`src/rtl/spi_frame_controller.sv`:
```
// spi_frame_controller
//   Sequences SPI traffic for the OCR datapath. It decodes command bytes from the
//   SPI peripheral and streams packed pixel bytes into the image buffer. It then
//   launches BNN inference and latches the class result. It also builds the status
//   byte {ready, busy, error, 0, result[3:0]} that the peripheral shifts out.
// Ports:
//   clk, rst                  clock, asynchronous active-low reset
//   rx_byte, byte_valid       received byte and its 1-cycle strobe
//   cs_n                      chip-select (synchronised); high ends the frame
//   img_we/img_addr/img_wdata image buffer write port (1 cycle after byte_valid)
//   infer_start               1-cycle pulse to the BNN core
//   infer_done, infer_result  completion pulse and class index from the BNN core
//   tx_byte, tx_load          status byte and its load strobe for the SPI TX path
//   busy                      high while a frame is loading or being classified
module spi_frame_controller #(
  parameter int unsigned IMG_BYTES   = 113,
  parameter int unsigned TIMEOUT_CYC = 100000,
  localparam int unsigned AW         = $clog2(IMG_BYTES)
) (
  input  logic          clk,
  input  logic          rst,
  input  logic [7:0]    rx_byte,
  input  logic          byte_valid,
  input  logic          cs_n,
  output logic          img_we,
  output logic [AW-1:0] img_addr,
  output logic [7:0]    img_wdata,
  output logic          infer_start,
  input  logic          infer_done,
  input  logic [3:0]    infer_result,
  output logic [7:0]    tx_byte,
  output logic          tx_load,
  output logic          busy
);

  localparam int unsigned TW = $clog2(TIMEOUT_CYC + 1);
  localparam logic [AW-1:0] LAST_ADDR = AW'(IMG_BYTES - 1);
  localparam logic [TW-1:0] TIMEOUT   = TW'(TIMEOUT_CYC);

  localparam logic [7:0] CMD_LOAD   = 8'hA1;
  localparam logic [7:0] CMD_STATUS = 8'hC3;
  localparam logic [7:0] CMD_CLEAR  = 8'hFF;

  typedef enum logic [1:0] {IDLE, LOAD, RUN, WAIT_DONE} state_t;

  state_t        state, state_nxt;
  logic [AW-1:0] addr, addr_nxt;
  logic [TW-1:0] timer, timer_nxt;
  logic          ready, ready_nxt;
  logic          error, error_nxt;
  logic [3:0]    result, result_nxt;
  logic          we_nxt, start_nxt, status_req;

  always_comb begin
    state_nxt  = state;
    addr_nxt   = addr;
    timer_nxt  = timer;
    ready_nxt  = ready;
    error_nxt  = error;
    result_nxt = result;
    we_nxt     = 1'b0;
    start_nxt  = 1'b0;
    // Inside LOAD every byte is pixel data, so a 0xC3 there must not answer.
    status_req = byte_valid && (rx_byte == CMD_STATUS) && (state != LOAD);

    unique case (state)
      IDLE: begin
        if (byte_valid) begin
          unique case (rx_byte)
            CMD_LOAD: begin
              state_nxt = LOAD;
              addr_nxt  = '0;
              timer_nxt = '0;
              ready_nxt = 1'b0;
              error_nxt = 1'b0;
            end
            CMD_CLEAR: begin
              ready_nxt  = 1'b0;
              error_nxt  = 1'b0;
              result_nxt = '0;
            end
            CMD_STATUS: ;
            default: error_nxt = 1'b1;
          endcase
        end
      end
      LOAD: begin
        if (byte_valid) begin
          we_nxt    = 1'b1;
          timer_nxt = '0;
        end else begin
          timer_nxt = timer + 1'b1;
        end
        // A byte that completes the frame wins over a simultaneous cs_n rise.
        if (byte_valid && addr == LAST_ADDR) begin
          state_nxt = RUN;
        end else if (cs_n || (!byte_valid && timer == TIMEOUT)) begin
          state_nxt = IDLE;
          error_nxt = 1'b1;
        end else if (byte_valid) begin
          addr_nxt = addr + 1'b1;
        end
      end
      RUN: begin
        start_nxt = 1'b1;
        state_nxt = WAIT_DONE;
      end
      WAIT_DONE: begin
        if (infer_done) begin
          result_nxt = infer_result;
          ready_nxt  = 1'b1;
          state_nxt  = IDLE;
        end
      end
      default: state_nxt = IDLE;
    endcase
  end

  always_ff @(posedge clk or negedge rst) begin
    if (!rst) begin
      state       <= IDLE;
      addr        <= '0;
      timer       <= '0;
      ready       <= 1'b0;
      error       <= 1'b0;
      result      <= '0;
      img_we      <= 1'b0;
      img_addr    <= '0;
      img_wdata   <= '0;
      infer_start <= 1'b0;
      tx_byte     <= '0;
      tx_load     <= 1'b0;
      busy        <= 1'b0;
    end else begin
      state       <= state_nxt;
      addr        <= addr_nxt;
      timer       <= timer_nxt;
      ready       <= ready_nxt;
      error       <= error_nxt;
      result      <= result_nxt;
      img_we      <= we_nxt;
      infer_start <= start_nxt;
      tx_load     <= status_req;
      busy        <= (state_nxt != IDLE);
      if (we_nxt) begin
        img_addr  <= addr;
        img_wdata <= rx_byte;
      end
      // Built from next-state values so a STATUS that coincides with
      // infer_done reports the freshly latched result.
      if (status_req)
        tx_byte <= {ready_nxt, (state_nxt != IDLE), error_nxt, 1'b0, result_nxt};
    end
  end

endmodule

```
`config.mk`:
```
export PLATFORM = sky130hd
export DESIGN_NAME = spi_frame_controller
export DESIGN_NICKNAME = d
export VERILOG_FILES = /design/src/rtl/spi_frame_controller.sv
export SDC_FILE = /design/constraint.sdc
export NUM_CORES = 1
export LEC_CHECK = 0
export ABC_AREA = 1
export BUFFER_PORTS_ARGS = -buffer_cell sky130_fd_sc_hd__buf_4
export CORE_AREA = 2 2 94 96
export CTS_CLUSTER_SIZE = 25
export DETAILED_ROUTE_END_ITERATION = 10
export DIE_AREA = 0 0 96 98
export GPL_ROUTABILITY_DRIVEN = 0
export SYNTH_ARGS = -nofsm -noshare
export SYNTH_HDL_FRONTEND = slang
export SYNTH_SLANG_ARGS = --single-unit
```
`constraint.sdc`:
```
create_clock -name clk -period 2.2 [get_ports clk]
set_input_delay 0.44 -clock clk [delete_from_list [all_inputs] [get_ports clk]]
set_output_delay 0.44 -clock clk [all_outputs]
set_load 0.05 [all_outputs]
```
==> metrics.md, run 1 <==
| Metric | Value |
|---|---|
| Clock sinks | 58 |
| CTS Buf Count | 9 |
| CTS tree | done |
| Die ar. | 9410 um2 |
| Core area | 8470 um2 |
| N_diodes | 0 |
| Max-cap violations | 0 |
| Antenna violations before repair | 0 |
| R2R depth | 8 |
| Largest net degree at the start of global routing | 59 |
| Post-CTS setup buffers | 0 |
| Final hold violation count | 0 |
| Critical path startpoint category | flip-flop |
| Vias in the first global route | 2572 |
| Synth cell types | 38 |
| WL/cell | 12.5 um |
| Clock-pin slew on the worst setup and hold paths | 70 ps |
| CP Capture Type | flip-flop |
| Yosys top cell area share | 46.9% |
| Critical R2R Launch | state[1] |
| Design Area, Final | 3680 um2 |
| Status | finished clean |
| Final Critical Period | 1950 ps |
| WHS | 169 ps |
| Worst-Skew Late Latency | 340 ps |
| Commonest non-fill, non-tap cell in the layout | nand2_1 |
| DIE HEIGHT | 98 um |
| Max Freq | 513 MHz |
| Arrival time at the worst endpoint | 2180 ps |
| Post-Syn Nets | 404 |
| Worst slack, placed | 242 ps |
| Area of the multi-input gates | 1420 um2 |
| FF/Latch Area | 1450 um2 |
| Pre-antenna DRT Iters | 4 |
| RSZ-0062 raised after global routing | no |
| Met1 usage | 23.3% |
| Number of port buffers | 42 |
| Fraction of registers with async set/reset | 100% |
| Post-synth top area cell | dfrtp_1 |
| Post-DR vias/cell | 4.82 |
| Most frequent cells in the layout | 110 x nand2_1, 58 x dfrtp_1, 47 x buf_4 |
| Skew final | 8.36 ps |
| Layout net count | 452 |
| DP Area | 3520 um2 |
| EDFF count, synth | 0 |
| Post-Syn Instances | 379 |
| WL final | 6.76 mm |
| Worst hold-check path type | input pin to async pin |
| Slew @ Worst Pin | 729 ps |
| CTS Hold Bufs | 0 |
| Synthesized flop and latch total | 58 |
| Met2 usage | 23.0% |
| Fill count | 857 |
| Maximum vdd ir drop | 0.416 mV |
| Clock root cell | clkbuf_8 |
| Antenna viol nets, final | 0 |
| Die W | 96 um |
| Synthesis warning total | 0 |
| Drt drc | 0 |
| Clock tree buffer depth | 2 |
| # IOs | 44 |
| Post-route clock period utilization | 88.6% |
| Leakage power | 1.85 nW |
| Fin worst setup slack | 252 ps |
| Worst slew margin | 51.4% |
| GRT overflow | 0 |
| Slew Limit Fails | 0 |
| First-pass GRT wire length | 12.0 mm |
| Synth area leaders | dfrtp_1 47%, nand2_1 13%, inv_1 4.7% |
| Critical Path RT | 2430 ps |
| Worst-path fanout max | 18 |
| GRT busiest layer | met1 |
| Post-CTS sizing | 0 |
| Predominant post-synthesis flop cell | dfrtp_1 |
| Post-Syn Area per Cell | 8.17 um2 |
| Core occupancy in the finished layout | 43.5% |
| Global Route met3 Usage | 3.63% |
| Fraction of layout cells with a size suffix above 1 | 18.1% |
| RR Endpoint | addr[6] |
| Critical path type | flip-flop to flip-flop |
| # rows | 34 |
| Register area share after synthesis | 46.9% |
| Final setup vio count | 0 |
| Vias | 2599 |
| Gr usage total | 16.2% |
| 1st-iter DRT viols | 83 |
| Cell Pwr Density | 989 nW/um2 |
| Post-synthesis instance area | 3100 um2 |
| Detailed Place HPWL | 4.98 mm |
| Layout area overhead | 18.9% |
| Total negative setup slack | 0 ps |
| H-tree level count | 3 |
| R2R Setup Slk | 250 ps |
| Initial Utilization | 36.6% |
-- layout make-up --
class | instances | share of cell area, %
flip-flops and latches | 58 | 39.4
inverters | 42 | 4.28
multi-input cells | 269 | 38.7
repair buffers | 47 | 9.59
well taps | 108 | 3.67
clock inverters | 6 | 0.952
clock buffers | 9 | 3.37
-- synthesized netlist by cell type (2+ instances only) --
library cell / count
o21ai_1: 3
buf_6: 2
o31ai_2: 3
clkbuf_1: 4
clkinv_1: 2
nand2_4: 3
o21ai_0: 22
nor3_2: 3
nand4_1: 13
nor3_1: 12
a21o_1: 3
nor2_1: 31
buf_2: 2
dfrtp_1: 58
nand2_1: 110
xor2_1: 10
inv_1: 39
buf_4: 2
a21oi_1: 7
nand3_1: 25
ha_1: 8
-- how the worst max path moves through the flow --
| stage | start | endpoint | slack, ps |
|---|---|---|---|
| 2_1_floorplan | state[1] | addr[2] | 480 |
| 3_3_place_gp | state[1] | addr[6] | 360 |
| 3_5_place_dp | state[1] | addr[6] | 240 |
| 4_1_cts | state[1] | addr[6] | 230 |
| 5_1_grt | state[1] | addr[6] | 10 |
| 6_report | state[1] | addr[6] | 250 |
-- critical path, cell delays in order, from the launching register on --
cell     delay [ps]
dfrtp_1         410
inv_1           140
ha_1            350
nor2_1           80
inv_1           170
nand2_8         140
nor2_8          160
nand2_4         130
o31ai_1         260
-- through the flow --
stage / power, mW / std cells
floorplan: 2.44 / 379
detailed placement: 2.86 / 524
finish: 3.64 / 539
global placement: 2.84 / 524
CTS: 3.68 / 539
global route: 3.91 / 539
-- registers in the layout, indices dropped and copies added, names as in the netlist --
| register | count |
|---|---|
| timer | 17 |
| img_wdata | 8 |
| addr | 7 |
| img_addr | 7 |
| tx_byte | 7 |
| result | 4 |
| state | 2 |
| busy | 1 |
| error | 1 |
| img_we | 1 |
| infer_start | 1 |
| ready | 1 |
| tx_load | 1 |
-- cell families after synthesis --
logic type                 count (synthesis)  synth area share, %
AOI/OAI and AO/OA                         45                 8.81
and+or+nand+nor                          204                 30.7
DFF                                       58                 46.9
adders and majority gates                  8                 3.23
other                                      1                0.121
xor gates and xnor gates                  11                 3.11
buffers and inverters                     52                 7.11
-- layer usage --
| layer | wire length (um) | share of wire (%) |
|---|---|---|
| met5 | 0 | 0 |
| met4 | 176 | 2.6 |
| met3 | 346 | 5.1 |
| met2 | 2890 | 43 |
| met1 | 3360 | 50 |
-- where the power goes --
group          internal [mW]  switching (mW)  total [mW]  leakage (nW)
combinational          0.427            1.05        1.48         0.987
sequential              1.23           0.118        1.35         0.784
clock                  0.392           0.414       0.806        0.0806
total                   2.05            1.59        3.64          1.85
Power figures use the tool's default switching activity.
==> inputs of run 2 (changes only) <==
clock period = 1.8 ns   (was 2.2 ns; I/O delays follow)
==> metrics.md, run 2 (synthesis gave the netlist of run 1 again) <==
| Metric | Value |
|---|---|
| Top layer in use | met4 |
| Vias | 2621 |
| N_diodes | 0 |
| Clock sinks | 58 |
| H-tree level count | 3 |
| Vias in the first global route | 2515 |
| Post-route clock period utilization | 90.6% |
| Worst-path fanout max | 9 |
| Top flop regs | timer: 17 flops, img_wdata: 8 flops |
| Gr usage total | 15.9% |
| Pre-antenna DRT Iters | 4 |
| Clock root cell | clkbuf_8 |
| First-pass GRT wire length | 11.8 mm |
| Detailed Place HPWL | 5.22 mm |
| 1st-iter DRT viols | 118 |
| Clock-pin slew on the worst setup and hold paths | 70 ps |
| Arrival time at the worst endpoint | 1860 ps |
| Total power | 4.80 mW |
| Die ar. | 9410 um2 |
| CP Capture Type | flip-flop |
| Critical path startpoint category | flip-flop |
| Design Area, Final | 3870 um2 |
| Fill count | 833 |
| Most flops, register | timer |
| Antenna viol nets, final | 0 |
| DP Area | 3610 um2 |
| Worst-Skew Late Latency | 340 ps |
| WL final | 6.89 mm |
| Core area | 8470 um2 |
| Max Freq | 613 MHz |
| # IOs | 44 |
| Initial Utilization | 36.6% |
| Status | finished clean |
| Max-cap violations | 0 |
| Final hold violation count | 0 |
| Final setup vio count | 0 |
| CTS tree | done |
| Wire length on met1 | 3.46 mm |
| WL/cell | 12.4 um |
| Antenna violations before repair | 0 |
| Die W | 96 um |
| Critical path type | flip-flop to flip-flop |
| Largest register FFs | 17 |
| GRT overflow | 0 |
| Total negative setup slack | 0 ps |
| Fraction of layout cells with a size suffix above 1 | 23.1% |
| WL met3 | 325 um |
| RSZ-0062 raised after global routing | yes |
| Critical Path RT | 2020 ps |
| WHS | 241 ps |
| Largest net degree at the start of global routing | 24 |
| Drt drc | 0 |
| CTS Buf Count | 9 |
| Clock tree buffer depth | 2 |
| Maximum vdd ir drop | 0.756 mV |
| Layout area overhead | 25.1% |
| Commonest non-fill, non-tap cell in the layout | nand2_1 |
| Final Critical Period | 1630 ps |
| Number of port buffers | 42 |
| Worst hold-check path type | input pin to flip-flop |
| Skew final | 12.1 ps |
| DIE HEIGHT | 98 um |
| Met2 wire len | 3.03 mm |
| # rows | 34 |
| Post-DR vias/cell | 4.73 |
| Layout net count | 466 |
| Most frequent cells in the layout | 109 x nand2_1, 59 x buf_4, 58 x dfrtp_1 |
| Slew Limit Fails | 0 |
| Cell Pwr Density | 1240 nW/um2 |
| Leakage power | 1.97 nW |
-- run 2: cell types whose count changed in the layout (fill, tap and decap cells not counted), moves of 2 or more --
cell,delta
buf_4,+12
clkinv_1,-2
inv_1,-5
inv_2,+5
nand3_1,-2
nand3_2,+2
nor3_1,-2
-- run 2: layout make-up --
cell class,count,area [um2],area share (%)
well taps,108,135,3.49
multi-input cells,269,1450,37.5
inverters,42,165,4.26
clock buffers,11,141,3.65
clock inverters,5,53.8,1.39
repair buffers,61,473,12.2
flip-flops and latches,58,1450,37.5
-- run 2: worst paths after layout --
kind	to	slack, ps	startpoint	depth (start not counted)
max in group asynchronous	timer[6]	830	rst	3
min in group asynchronous	tx_byte[5]	460	rst	2
setup / recovery	timer[9]	170	state[1]	9
hold / removal	img_wdata[6]	240	rx_byte[6]	3
hold reg to reg	img_wdata[6]	480	img_wdata[6]	2
setup reg to reg	timer[9]	170	state[1]	9
-- run 2: power breakdown --
group | total [mW] | switching (mW) | internal, mW
combinational | 1.94 | 1.31 | 0.630
sequential | 1.66 | 0.150 | 1.51
clock | 1.20 | 0.527 | 0.673
-- run 2: worst max-delay path: stages, from the launching register on --
cell,delay (ps)
dfrtp_1,410
inv_1,130
ha_1,200
buf_4,130
nand2_4,70
nand2_8,130
clkinvlp_4,140
buf_4,170
nand3_1,90
nand2_1,50
-- run 2: metrics by stage --
stage          setup slack, ps  cells  utilization [%]
2_1_floorplan             75.2    379                -
3_3_place_gp              87.1    534             42.6
3_5_place_dp              62.7    534             42.6
4_1_cts                   64.0    551             45.0
5_1_grt                  -7.65    554             45.7
6_report                   168    554             45.7
-- run 2: layer usage --
layer | up-vias | track usage, %
met3 | 9 | 3.78
met4 | 0 | 4.84
met1 | 1202 | 22.7
li1 | 1350 | -
met2 | 60 | 23.8
met5 | - | 0
-- run 2: what timing repair did --
action                                 CTS  global route
setup endpoints to repair                0            24
setup buffers                            0             3
endpoints found under the hold margin   19             0
hold buffers                             1             0
resized for setup                        0            13
==> inputs of run 3 (changes only) <==
CELL_PAD_IN_SITES_DETAIL_PLACEMENT = 0   (was default)
CELL_PAD_IN_SITES_GLOBAL_PLACEMENT = 1   (was default)
PLACE_DENSITY_LB_ADDON = 0.1   (was default)
==> metrics.md, run 3 (synthesis gave the netlist of run 1 again) <==
| Metric | Value |
|---|---|
| Status | finished clean |
| Post-route clock period utilization | 92.6% |
| GRT overflow | 0 |
| Fraction of layout cells with a size suffix above 1 | 24.1% |
| Vias | 2705 |
| Clock-pin slew on the worst setup and hold paths | 60 ps |
| Core area | 8470 um2 |
| Final setup vio count | 0 |
| Met1 usage | 25.0% |
| Met2 usage | 26.0% |
| H-tree level count | 3 |
| Max Freq | 600 MHz |
| Leakage power | 2.00 nW |
| Worst-Skew Late Latency | 340 ps |
| Clock tree buffer depth | 2 |
| 1st-iter DRT viols | 103 |
| DIE HEIGHT | 98 um |
| Die W | 96 um |
| N_diodes | 0 |
| Most flops, register | timer |
| Hold path cells | 3 |
| Maximum vdd ir drop | 0.414 mV |
| Layout net count | 476 |
| Fill count | 862 |
| # IOs | 44 |
| Slew Limit Fails | 0 |
| Global Route met3 Usage | 4.32% |
| DP Area | 3700 um2 |
| Clock root cell | clkbuf_8 |
| Vias in the first global route | 2568 |
| Post-DR vias/cell | 4.80 |
| Max-cap violations | 0 |
| Detailed Place HPWL | 5.63 mm |
| Skew final | 9.29 ps |
| Antenna violations before repair | 0 |
| Antenna viol nets, final | 0 |
| RSZ-0062 raised after global routing | yes |
| Clock sinks | 58 |
| Final hold violation count | 0 |
| Critical path startpoint category | flip-flop |
| Critical Path RT | 2040 ps |
| Die ar. | 9410 um2 |
| CTS tree | done |
| Total power | 4.93 mW |
| Design Area, Final | 3940 um2 |
| First-pass GRT wire length | 12.8 mm |
| GRT busiest layer | met2 |
| Drt drc | 0 |
| Critical path type | flip-flop to flip-flop |
| WL/cell | 13.4 um |
| Final Critical Period | 1670 ps |
| FF/Latch Area | 1450 um2 |
| Number of port buffers | 42 |
| Area of the multi-input gates | 1450 um2 |
| Largest register FFs | 17 |
| # rows | 34 |
| Worst hold-check path type | input pin to flip-flop |
| Most frequent cells in the layout | 109 x nand2_1, 69 x buf_4, 58 x dfrtp_1 |
| Gr usage total | 17.5% |
| Arrival time at the worst endpoint | 1910 ps |
| Worst-path fanout max | 10 |
| Initial Utilization | 36.6% |
| Largest net degree at the start of global routing | 38 |
| WL final | 7.56 mm |
| CP Capture Type | flip-flop |
| Layout area overhead | 27.3% |
| Cell Pwr Density | 1250 nW/um2 |
| R2R depth | 9 |
| CTS Buf Count | 9 |
| Commonest non-fill, non-tap cell in the layout | nand2_1 |
| Pre-antenna DRT Iters | 5 |
| Top flop regs | timer: 17 flops, img_wdata: 8 flops |
## run 3: cell count changes in the layout (fill, tap and decap cells not counted), sizes merged
cell / before / now
buf: 60 / 70
clkbuf: 11 / 14
clkinvlp: 2 / 0
clkinv: 4 / 3
## run 3: worst max-delay path: stages (launching register included)
cell	delay (ps)
dfrtp_1	410
inv_2	70
ha_2	210
buf_4	140
nand2_4	100
nand2_8	90
nor2_8	120
nand2_4	100
buf_4	150
o31ai_2	180
## run 3: per-stage QoR
| stage | setup TNS, ps | cells | hold WS [ps] | setup slack (ps) | util [%] |
|---|---|---|---|---|---|
| after floorplan | 0 | 379 | 64.4 | 75.2 | - |
| after global placement | 0 | 546 | 275 | 58.0 | 43.7 |
| after detailed placement | 0 | 546 | 274 | 33.2 | 43.7 |
| after CTS | 0 | 563 | 223 | 49.7 | 46.1 |
| after global routing | -7.67 | 564 | 246 | -7.55 | 46.5 |
| final | 0 | 564 | 242 | 133 | 46.5 |
## run 3: layout make-up
type                            instances  share of cell area, %
Sequential cell                        58                   36.8
Clock buffer                           14                   4.13
Clock inverter                          2                  0.889
Inverter                               42                   4.00
Tap cell                              108                   3.43
Timing Repair Buffer                   71                   13.9
Multi-Input combinational cell        269                   36.8
## run 3: layer usage
metal / up-vias / routed length, um
met1: 1257 / 3780
met4: 0 / 98
met3: 11 / 372
met5: - / 0
li1: 1367 / -
met2: 70 / 3310
## run 3: final timing paths
| kind | startpoint | endpoint | slack [ps] |
|---|---|---|---|
| max | state[0] | addr[5] | 130 |
| min reg2reg | img_wdata[2] | img_wdata[2] | 480 |
| max reg2reg | state[0] | addr[5] | 130 |
| min | rx_byte[6] | img_wdata[6] | 240 |
| min in group asynchronous | rst | img_addr[2] | 460 |
| max in group asynchronous | rst | tx_byte[0] | 840 |
## run 3: what timing repair did
action                                  CTS  global route
gates resized for setup                   0            13
endpoints found under the setup margin    0            16
hold buffers                              1             0
hold endpoints to repair                 21             0
buffers inserted                          0             1
## run 3: where the power goes
part	switching, mW	internal, mW	leakage [nW]	total, mW
clock network	0.520	0.715	0.101	1.23
logic	1.36	0.694	1.12	2.05
registers	0.132	1.51	0.784	1.64
total	2.01	2.92	2.00	4.93
